==> src/rtl/ps2_host_tx.sv <==
// ps2_host_tx - host-to-device PS/2 transmitter.
// Sends one command byte (e.g. ED + LED mask) to the keyboard over the shared
// open-drain clock/data pins using active-high pull-low enables.
// Optional feature macro: PS2_TX_RETRY_EN - when defined, a NACK or timeout
// restarts the frame from the inhibit phase with the same byte, up to 2 retries.
module ps2_host_tx #(
  parameter int CLK_HZ     = 24000000,
  parameter int INHIBIT_US = 120,
  parameter int START_MS   = 15,
  parameter int BIT_US     = 2000,
  parameter int FILT       = 4
) (
  input  logic       CLK,
  input  logic       RESET,
  input  logic [7:0] tx_data,
  input  logic       tx_valid,
  output logic       tx_ready,
  input  logic       ps2_clk_in,
  input  logic       ps2_data_in,
  output logic       ps2_clk_oe,
  output logic       ps2_data_oe,
  output logic       busy,
  output logic       tx_done,
  output logic       tx_err
);

  localparam int INH_CYC   = CLK_HZ / 1000000 * INHIBIT_US;
  localparam int START_CYC = CLK_HZ / 1000 * START_MS;
  localparam int BIT_CYC   = CLK_HZ / 1000000 * BIT_US;
  localparam int TW        = $clog2(START_CYC) + 1;
  localparam int FW        = $clog2(FILT) + 1;

  // INH plus the one-cycle request-to-send phase together hold the clock low
  // for exactly INH_CYC cycles, hence the load of INH_CYC-2.
  localparam logic [TW-1:0] INH_LOAD   = TW'(INH_CYC - 2);
  localparam logic [TW-1:0] START_LOAD = TW'(START_CYC);
  localparam logic [TW-1:0] BIT_LOAD   = TW'(BIT_CYC);
  localparam logic [FW-1:0] FILT_LAST  = FW'(FILT - 1);

  typedef enum logic [2:0] {IDLE, INH, RTS, SEND, ACK, WREL} state_t;

  state_t        state, next_state;
  logic [1:0]    sync1, sync2, filt;
  logic [FW-1:0] fcnt [2];
  logic          clk_f, data_f, clk_prev, fall;
  logic [8:0]    frame_q, shift;
  logic [3:0]    n;
  logic [TW-1:0] timer;
  logic          drive, nack, fail, accept, retry_left;

  assign clk_f  = filt[0];
  assign data_f = filt[1];
  assign fall   = clk_prev & ~clk_f;
  assign accept = tx_valid & tx_ready;

`ifdef PS2_TX_RETRY_EN
  logic [1:0] attempt;
  assign retry_left = (attempt != 2'd2);

  // Attempt counter: restarts on every accepted byte, steps on each retry.
  always_ff @(posedge CLK or posedge RESET) begin
    if (RESET)                    attempt <= 2'd0;
    else if (accept)              attempt <= 2'd0;
    else if (fail && retry_left)  attempt <= attempt + 2'd1;
  end
`else
  assign retry_left = 1'b0;
`endif

  // Synchronise both pins and only follow a level after FILT equal samples.
  always_ff @(posedge CLK or posedge RESET) begin
    if (RESET) begin
      sync1    <= 2'b11;
      sync2    <= 2'b11;
      filt     <= 2'b11;
      fcnt[0]  <= '0;
      fcnt[1]  <= '0;
      clk_prev <= 1'b1;
    end else begin
      sync1    <= {ps2_data_in, ps2_clk_in};
      sync2    <= sync1;
      clk_prev <= filt[0];
      for (int i = 0; i < 2; i++) begin
        if (sync2[i] == filt[i]) begin
          fcnt[i] <= '0;
        end else if (fcnt[i] == FILT_LAST) begin
          filt[i] <= sync2[i];
          fcnt[i] <= '0;
        end else begin
          fcnt[i] <= fcnt[i] + FW'(1);
        end
      end
    end
  end

  // State register.
  always_ff @(posedge CLK or posedge RESET) begin
    if (RESET) state <= IDLE;
    else       state <= next_state;
  end

  // Next-state logic; a failed attempt either retries or ends the frame.
  always_comb begin
    next_state = state;
    fail       = 1'b0;
    case (state)
      IDLE: if (accept) next_state = INH;
      INH:  if (timer == '0) next_state = RTS;
      RTS:  next_state = SEND;
      SEND: begin
        if (fall) begin
          if (n == 4'd9) next_state = ACK;
        end else if (timer == '0) begin
          fail = 1'b1;
        end
      end
      ACK: begin
        if (fall)               next_state = WREL;
        else if (timer == '0)   fail = 1'b1;
      end
      WREL: begin
        if (clk_f && data_f) begin
          if (nack) fail = 1'b1;
          else      next_state = IDLE;
        end else if (timer == '0) begin
          fail = 1'b1;
        end
      end
      default: next_state = IDLE;
    endcase
    if (fail) next_state = retry_left ? INH : IDLE;
  end

  // Frame datapath: byte latch, bit shifter, timeout timer, status flags.
  always_ff @(posedge CLK or posedge RESET) begin
    if (RESET) begin
      frame_q <= '0;
      shift   <= '0;
      n       <= '0;
      timer   <= '0;
      drive   <= 1'b0;
      nack    <= 1'b0;
      tx_err  <= 1'b0;
      tx_done <= 1'b0;
    end else begin
      tx_done <= (state != IDLE) && (next_state == IDLE);
      case (state)
        IDLE: begin
          if (accept) begin
            frame_q <= {~^tx_data, tx_data};
            tx_err  <= 1'b0;
            nack    <= 1'b0;
            timer   <= INH_LOAD;
          end
        end
        INH: if (timer != '0) timer <= timer - TW'(1);
        RTS: begin
          timer <= START_LOAD;
          shift <= frame_q;
          n     <= '0;
          drive <= 1'b1;
        end
        SEND: begin
          if (fall) begin
            timer <= BIT_LOAD;
            n     <= n + 4'd1;
            if (n == 4'd9) begin
              drive <= 1'b0;
            end else begin
              drive <= ~shift[0];
              shift <= {1'b0, shift[8:1]};
            end
          end else if (timer != '0) begin
            timer <= timer - TW'(1);
          end
        end
        ACK: begin
          if (fall) begin
            timer <= BIT_LOAD;
            nack  <= data_f;
`ifndef PS2_TX_RETRY_EN
            tx_err <= data_f;
`endif
          end else if (timer != '0) begin
            timer <= timer - TW'(1);
          end
        end
        WREL: if (timer != '0) timer <= timer - TW'(1);
        default: ;
      endcase
      if (fail) begin
        if (retry_left) begin
          timer <= INH_LOAD;
          nack  <= 1'b0;
        end else begin
          tx_err <= 1'b1;
        end
      end
    end
  end

  // Pin enables and handshake derived from state; ready waits out the done cycle.
  always_comb begin
    tx_ready    = (state == IDLE) && !tx_done;
    busy        = (state != IDLE);
    ps2_clk_oe  = (state == INH) || (state == RTS);
    ps2_data_oe = (state == RTS) || ((state == SEND) && drive);
  end

endmodule
==> config.mk <==
export PLATFORM = sky130hd
export DESIGN_NAME = ps2_host_tx
export DESIGN_NICKNAME = d
export VERILOG_FILES = /design/src/rtl/ps2_host_tx.sv
export SDC_FILE = /design/constraint.sdc
export NUM_CORES = 1
export LEC_CHECK = 0
export BUFFER_PORTS_ARGS = -buffer_cell sky130_fd_sc_hd__buf_4
export CORE_MARGIN = 4
export CORE_UTILIZATION = 50
export CTS_CLUSTER_DIAMETER = 50
export DETAILED_ROUTE_END_ITERATION = 10
export HOLD_SLACK_MARGIN = 0.12
export PLACE_DENSITY = 0.66
export SLEW_MARGIN = 20
export SYNTH_ARGS = -nofsm -noshare
export SYNTH_HDL_FRONTEND = slang
export SYNTH_SLANG_ARGS = --single-unit
==> constraint.sdc <==
create_clock -name CLK -period 2 [get_ports CLK]
set_input_delay 0.1 -clock CLK [delete_from_list [all_inputs] [get_ports CLK]]
set_output_delay 0.1 -clock CLK [all_outputs]
set_load 0.03 [all_outputs]
==> results of run 1 <==
per-stage QoR:
step,utilization [%],hold slack [ns],instance area [sq um],total power [mW],std cells
after floorplan,-,0.104,3350,1.64,341
after global placement,58.2,0.105,3730,1.74,452
after detailed placement,58.2,0.113,3730,1.75,452
after CTS,63.5,0.290,4080,3.06,479
after global routing,63.7,0.298,4090,3.18,479
final,63.7,0.282,4090,3.03,479
registers in the layout, indices dropped and copies added, names as in the netlist:
| name | cells |
|---|---|
| timer | 20 |
| frame_q | 9 |
| shift | 9 |
| fcnt | 6 |
| n | 4 |
| state | 3 |
| filt | 2 |
| sync1 | 2 |
| sync2 | 2 |
| clk_prev | 1 |
| drive | 1 |
| nack | 1 |
| tx_done | 1 |
| tx_err | 1 |
metal layers:
metal	vias to the layer above	global-route usage, %	wire [microns]
li1	1345	-	-
met4	0	10.3	213
met5	-	0	0
met1	1307	25.8	3460
met2	71	30.8	3420
met3	18	3.59	349
power by group:
group / switching [mW] / leakage (nW) / internal [mW]
clock: 0.543 / 0.110 / 0.744
combinational: 0.166 / 1.02 / 0.180
sequential: 0.0490 / 0.795 / 1.35
kinds of logic after synthesis:
group,after synthesis,synth area share (%)
compound gates,78,16.3
xor+xnor,15,3.92
fa+ha+maj,5,1.87
buf+inv,22,3.02
flops,62,46.5
mux,13,3.99
simple gates,146,24.4
layout by cell type (no fill, tap or decap), types with 10 or more instances in the layout:
cell	instances
a21oi_1	15
xnor2_1	11
nand2_1	53
buf_4	47
mux2i_1	10
dlygate4sd3_1	11
nand4_1	10
o21ai_0	19
nor3_1	11
clkbuf_8	10
nor2_1	24
dfrtp_1	55
worst min-delay path, stage by stage:
cell and delay [ns]:
dlygate4sd3_1 0.54, buf_4 0.13, inv_2 0.28
repair_timing:
action                                  4_1_cts  5_1_grt
hold endpoints to repair                     40        0
resized for setup                             0        5
endpoints found under the setup margin        0       18
hold buffers                                 11        0
worst min-delay path by stage:
stage / slack (ns) / start / end / depth (start not counted)
6_report: 0.28 / RESET / frame_q[4] / 3
3_5_place_dp: 0.11 / RESET / frame_q[4] / 2
4_1_cts: 0.29 / RESET / frame_q[4] / 3
5_1_grt: 0.30 / RESET / frame_q[3] / 3
2_1_floorplan: 0.10 / ps2_clk_in / sync1[0] / 0
3_3_place_gp: 0.10 / RESET / frame_q[3] / 2
final cells by class:
| type | count | area [sq um] | share of cell area, % |
|---|---|---|---|
| clock inverters | 6 | 92.6 | 2.26 |
| multi-input cells | 257 | 1710 | 41.7 |
| repair buffers | 58 | 463 | 11.3 |
| well taps | 77 | 96.3 | 2.36 |
| clock buffers | 10 | 138 | 3.36 |
| inverters | 9 | 33.8 | 0.826 |
| flip-flops and latches | 62 | 1560 | 38.1 |
==> impl_results.md, run 1 <==
- Bufs and invs on worst path: 1
- Post-DP HPWL: 5320 microns
- Final min period: about 1.9 ns
- Critical path class: flop to flop
- 1st-iter DRT viols: 132
- Share of cells above drive strength 1: 24.6%
- Port Buffers: 18
- Slew Viols, Final: 0
- GRT Util Overall: 19.6%
- RSZ-0062 raised after global routing: no
- Setup_tns: 0 ns
- Critical path's largest stage delay: 0.45 ns
- Die height: around 90 microns
- Leading area contributor after synthesis: dfrtp_1
- Ranking of synthesized cells by area: dfrtp_1 41%, nand2_1 5.9%, dfstp_2 5.5%
- Die ar.: ~8000 sq um
- Critical R2R Capture: timer[15]
- RePlAce Congestion: a little over 0.9
- Slew headroom: 71.4%
- ANT cells: 0
- Status: completed
- Max Cap Viol: 0
- Vias: 2741
- Static leakage: 1.93 nW
- Flop-to-flop setup slack: 0.11 ns
- # rows: 29
- Area grow syn2layout: 22.0%
- Worst EP required: 2.27 ns
- Pre-CTS setup slack: 0.0136 ns
- Hold Fails Final Rpt: 0
- Total of warnings raised by yosys: 0
- Clk_lat worst skew: between 0.3 and 0.4 ns
- Hold WC Path Type: input port to async pin
- Final setup viols: 0
- Synth cell count leaders: 55 x dfrtp_1, 53 x nand2_1, 24 x nor2_1, 19 x o21ai_0, 15 x a21oi_1
- Clk buf depth: 2
- Setup Fix Bufs, Post-CTS: 0
- Crit path launch: timer[8]
- Root Driver: clkbuf_8
- Largest net degree at the start of global routing: 23
- Initial core utilization: a little over half
- Drt via density: 5.72
- DRC viols: 0
- Yosys cell types: 68
- Initial antenna violation count: 0
- Core area: ~6400 sq um
- Critical-path top delay cell: dfrtp_1
- Critical path launch point type: flop
- CTS buffer count: 9
- Drt pass-1 iters: 4
- Final ANT Viol Nets: 0
- Clock Sinks: 62
- Setup WS post-layout: roughly 0.11 ns
- Seq cells post-synth: 62
- Syn Nets: 359
- Clock skew: 0.00849 ns
- Maximum vdd ir drop: 0.000453 V
- Reg2reg start: timer[8]
- Routed Wire Length: between 7000 and 8000 microns
- Clock Pin Slew Worst Setup and Hold Paths: ~0.080 ns
- # fillers: 540
- Cell area after synthesis: 3350 sq um
- Post-synth ARST share: between 90% and 100%
- Crit. End Element: flop
- Total Nets Final: approximately 420
- CP max FO: 7
- CP Cell Sequence: nor4_4 > buf_4 > nand4_1 > a211oi_1 > mux2_1 > o211ai_1
- Gr ovfl total: 0
- Period Utilization, post-route: a little over nine tenths
- Top-area cell type share of the netlist area: roughly 41%
- Post-synth EDFFs: 0
- Number of global-route vias before repair: 2743
- Syn Inst Count: 341
- # IOs: 19
- CTS tree: built
- Levels on crit path: 6
- Die width: ~90 microns
- Cells on worst reg2reg path: 6
- Top-count cell post-synth: dfrtp_1
- Syn Area/Cell: 9.83 sq um
- First-pass GRT wire length: 12900 microns
- Max Freq: between 0.5 and 0.6 GHz
- Critical path arrival: approximately 2.2 ns
- P per Cell Area: about 740 nW/um^2
- Htree depth: 3
- Predominant post-synthesis flop cell: dfrtp_1
- Seq/Total Area, Yosys: 46.5%
- WL per Instance: 15.5 microns
- Slew @ Worst Pin: 0.429 ns
- Setup crit end: timer[15]
- Worst path top cell family by delay: flip-flops
Note: power is estimated with default switching activity, not from simulation.
==> inputs of run 2 (changes only) <==
--- a/config.mk
+++ b/config.mk
@@ -8,6 +8,7 @@
 export BUFFER_PORTS_ARGS = -buffer_cell sky130_fd_sc_hd__buf_4
 export CORE_MARGIN = 4
 export CORE_UTILIZATION = 50
+export CTS_BUF_LIST = sky130_fd_sc_hd__clkbuf_16
 export CTS_CLUSTER_DIAMETER = 50
 export DETAILED_ROUTE_END_ITERATION = 10
 export HOLD_SLACK_MARGIN = 0.12
==> run 2 against run 1 <==
- sequential power is essentially flat
- clock skew fell by 0.0018 ns
- global-route usage is 0.18 points higher
- worst hold slack improved by 0.032 ns
- clock power grew 30%
- die area unchanged
- sequential cell count is the same
- utilization grew 1.6 points
- largest cell class unchanged
==> impl_results.md, run 2 (same netlist as run 1, synthesis figures left out) <==
- # IOs: 19 (unchanged)
- Die height: 89.9 microns (unchanged)
- Sequential Area: 1560 sq um (unchanged)
- Drt via density: 5.83 (+1.9%)
- Crit. End Element: flop
- Final setup viols: 0 (unchanged)
- Status: completed
- P per Cell Area: 819 nW/um^2 (+11%)
- Max Freq: 0.524 GHz (-0.95%)
- DRC viols: 0 (unchanged)
- ANT cells: 0 (unchanged)
- Slew @ Worst Pin: 0.439 ns (+0.00932 ns)
- Hold Worst Slack: 0.314 ns (+0.0317 ns)
- Critical path class: flop to flop
- Vias: 2799 (+2.1%)
- # rows: 29 (unchanged)
- CTS buffer count: 9 (unchanged)
- Setup Fix Bufs, Post-CTS: 0 (unchanged)
- Root Driver: clkbuf_16
- Pre-CTS setup slack: 0.0136 ns (unchanged)
- Largest net degree at the start of global routing: 23 (unchanged)
- GRT Util Overall: 19.8% (+0.18 points)
- Critical path arrival: 2.12 ns (-0.04 ns)
- Flop-to-flop setup slack: 0.09 ns (-0.02 ns)
- Drt pass-1 iters: 4 (unchanged)
- Critical R2R Capture: tx_done
- Area grow syn2layout: 25.1%
- WL per Instance: 16.0 microns (+2.9%)
- RSZ-0062 raised after global routing: no
- Routed Wire Length: 7670 microns (+3.1%)
- Slew Viols, Final: 0 (unchanged)
- Critical path launch point type: flop
- Htree depth: 3 (unchanged)
- Static leakage: 1.98 nW (+2.7%)
- Max Cap Viol: 0 (unchanged)
- Core area: 6420 sq um (unchanged)
- Gr ovfl total: 0 (unchanged)
- Multi-input logic area: 1720 sq um (+0.73%)
- Maximum vdd ir drop: 0.000625 V (+38%)
- Clk_lat worst skew: 0.33 ns (-0.02 ns)
- # fillers: 533 (-1.3%)
- RePlAce Congestion: 0.916 (unchanged)
- CP max FO: 5 (-2)
- Commonest non-fill, non-tap cell in the layout: dfrtp_1
- Period Utilization, post-route: 95.4% (+0.91 points)
- Port Buffers: 18 (unchanged)
- Grt met1 use: 26.1% (+0.26 points)
- Worst EP required: 2.21 ns (-0.06 ns)
- Number of flip-flops in the largest register: 20 (unchanged)
- Total Nets Final: 416 (+0.24%)
- Pwr Total: 3.44 mW (+13%)
- Initial antenna violation count: 0 (unchanged)
- Setup WS post-layout: 0.0915 ns (-0.0182 ns)
- Post-DP HPWL: 5320 microns (unchanged)
- Clock skew: 0.00669 ns (-0.00180 ns)
- Hold WC Path Type: input port to async pin
- Clock Pin Slew Worst Setup and Hold Paths: 0.06 ns (-0.02 ns)
- CTS tree: built
- First-pass GRT wire length: 13000 microns (+0.70%)
- Met3 Use GR: 4.09% (+0.50 points)
- Final min period: 1.91 ns (+0.0182 ns)
- Slew headroom: 70.8% (-0.62 points)
- Die width: 89.9 microns (unchanged)
- Largest registers: timer (20), frame_q (9), shift (9)
- Most frequent cells in the layout: 55 x dfrtp_1, 53 x nand2_1, 47 x buf_4
- Crit path launch: clk_prev
- Initial core utilization: 52.2% (unchanged)
- Number of global-route vias before repair: 2744 (+0.036%)
- Die ar.: 8080 sq um (unchanged)
- Busiest layer in global routing: met2
- Core Util, Final: 65.3% (+1.6 points)
- Register bank with the most flops: timer
- Cells on worst reg2reg path: 6 (unchanged)
- Setup_tns: 0 ns (unchanged)
- Share of cells above drive strength 1: 24.6% (-0.061 points)
- 1st-iter DRT viols: 181 (+37%)
- Reg2reg start: clk_prev
- Met2 Use GR: 30.9% (+0.063 points)
- Clk buf depth: 2 (unchanged)
- Hold Fails Final Rpt: 0 (unchanged)
- Final ANT Viol Nets: 0 (unchanged)
- Clock Sinks: 62 (unchanged)
==> run 2: area by class of cell <==
type                    instances  area share, %
repair buffers                 58           11.0
clock inverters                 7           2.30
multi-input cells             258           41.0
inverters                       9          0.805
flip-flops and latches         62           37.2
well taps                      77           2.30
clock buffers                   9           5.37
==> run 2: what timing repair did <==
action / in CTS / in global routing
endpoints found under the hold margin: 34 / 0
hold buffers: 11 / 0
resized for setup: 0 / 6
endpoints found under the setup margin: 0 / 19
==> run 2: worst max-delay path by stage <==
stage | endpoint | slack [ns]
3_5_place_dp | timer[4] | 0.01
5_1_grt | tx_done | 0.006
4_1_cts | timer[4] | 0.0006
6_report | tx_done | 0.09
3_3_place_gp | timer[4] | 0.07
2_1_floorplan | timer[10] | 0.18
==> run 2: layer usage <==
metal	part of all wire [%]	wire length (microns)
met5	0	0
met1	47	3600
met2	46	3540
met4	2.5	192
met3	4.4	336
==> run 2: through the flow <==
step	instances	cell area, sq um
after floorplan	341	3350
after global placement	452	3730
after detailed placement	452	3730
after CTS	479	4170
after global routing	480	4190
final	480	4190
==> run 2: power breakdown <==
part | switching, mW | internal (mW)
Sequential | 0.0484 | 1.35
Combinational | 0.174 | 0.181
Clock | 0.590 | 1.09
Total | 0.812 | 2.62
==> run 2: worst max-delay path: stages, from the launching register on <==
cell and delay (ns):
dfstp_2 0.56, nor2b_1 0.36, buf_4 0.21, o22ai_1 0.09, o2bb2ai_1 0.16, o2bb2ai_1 0.20, a41o_1 0.23
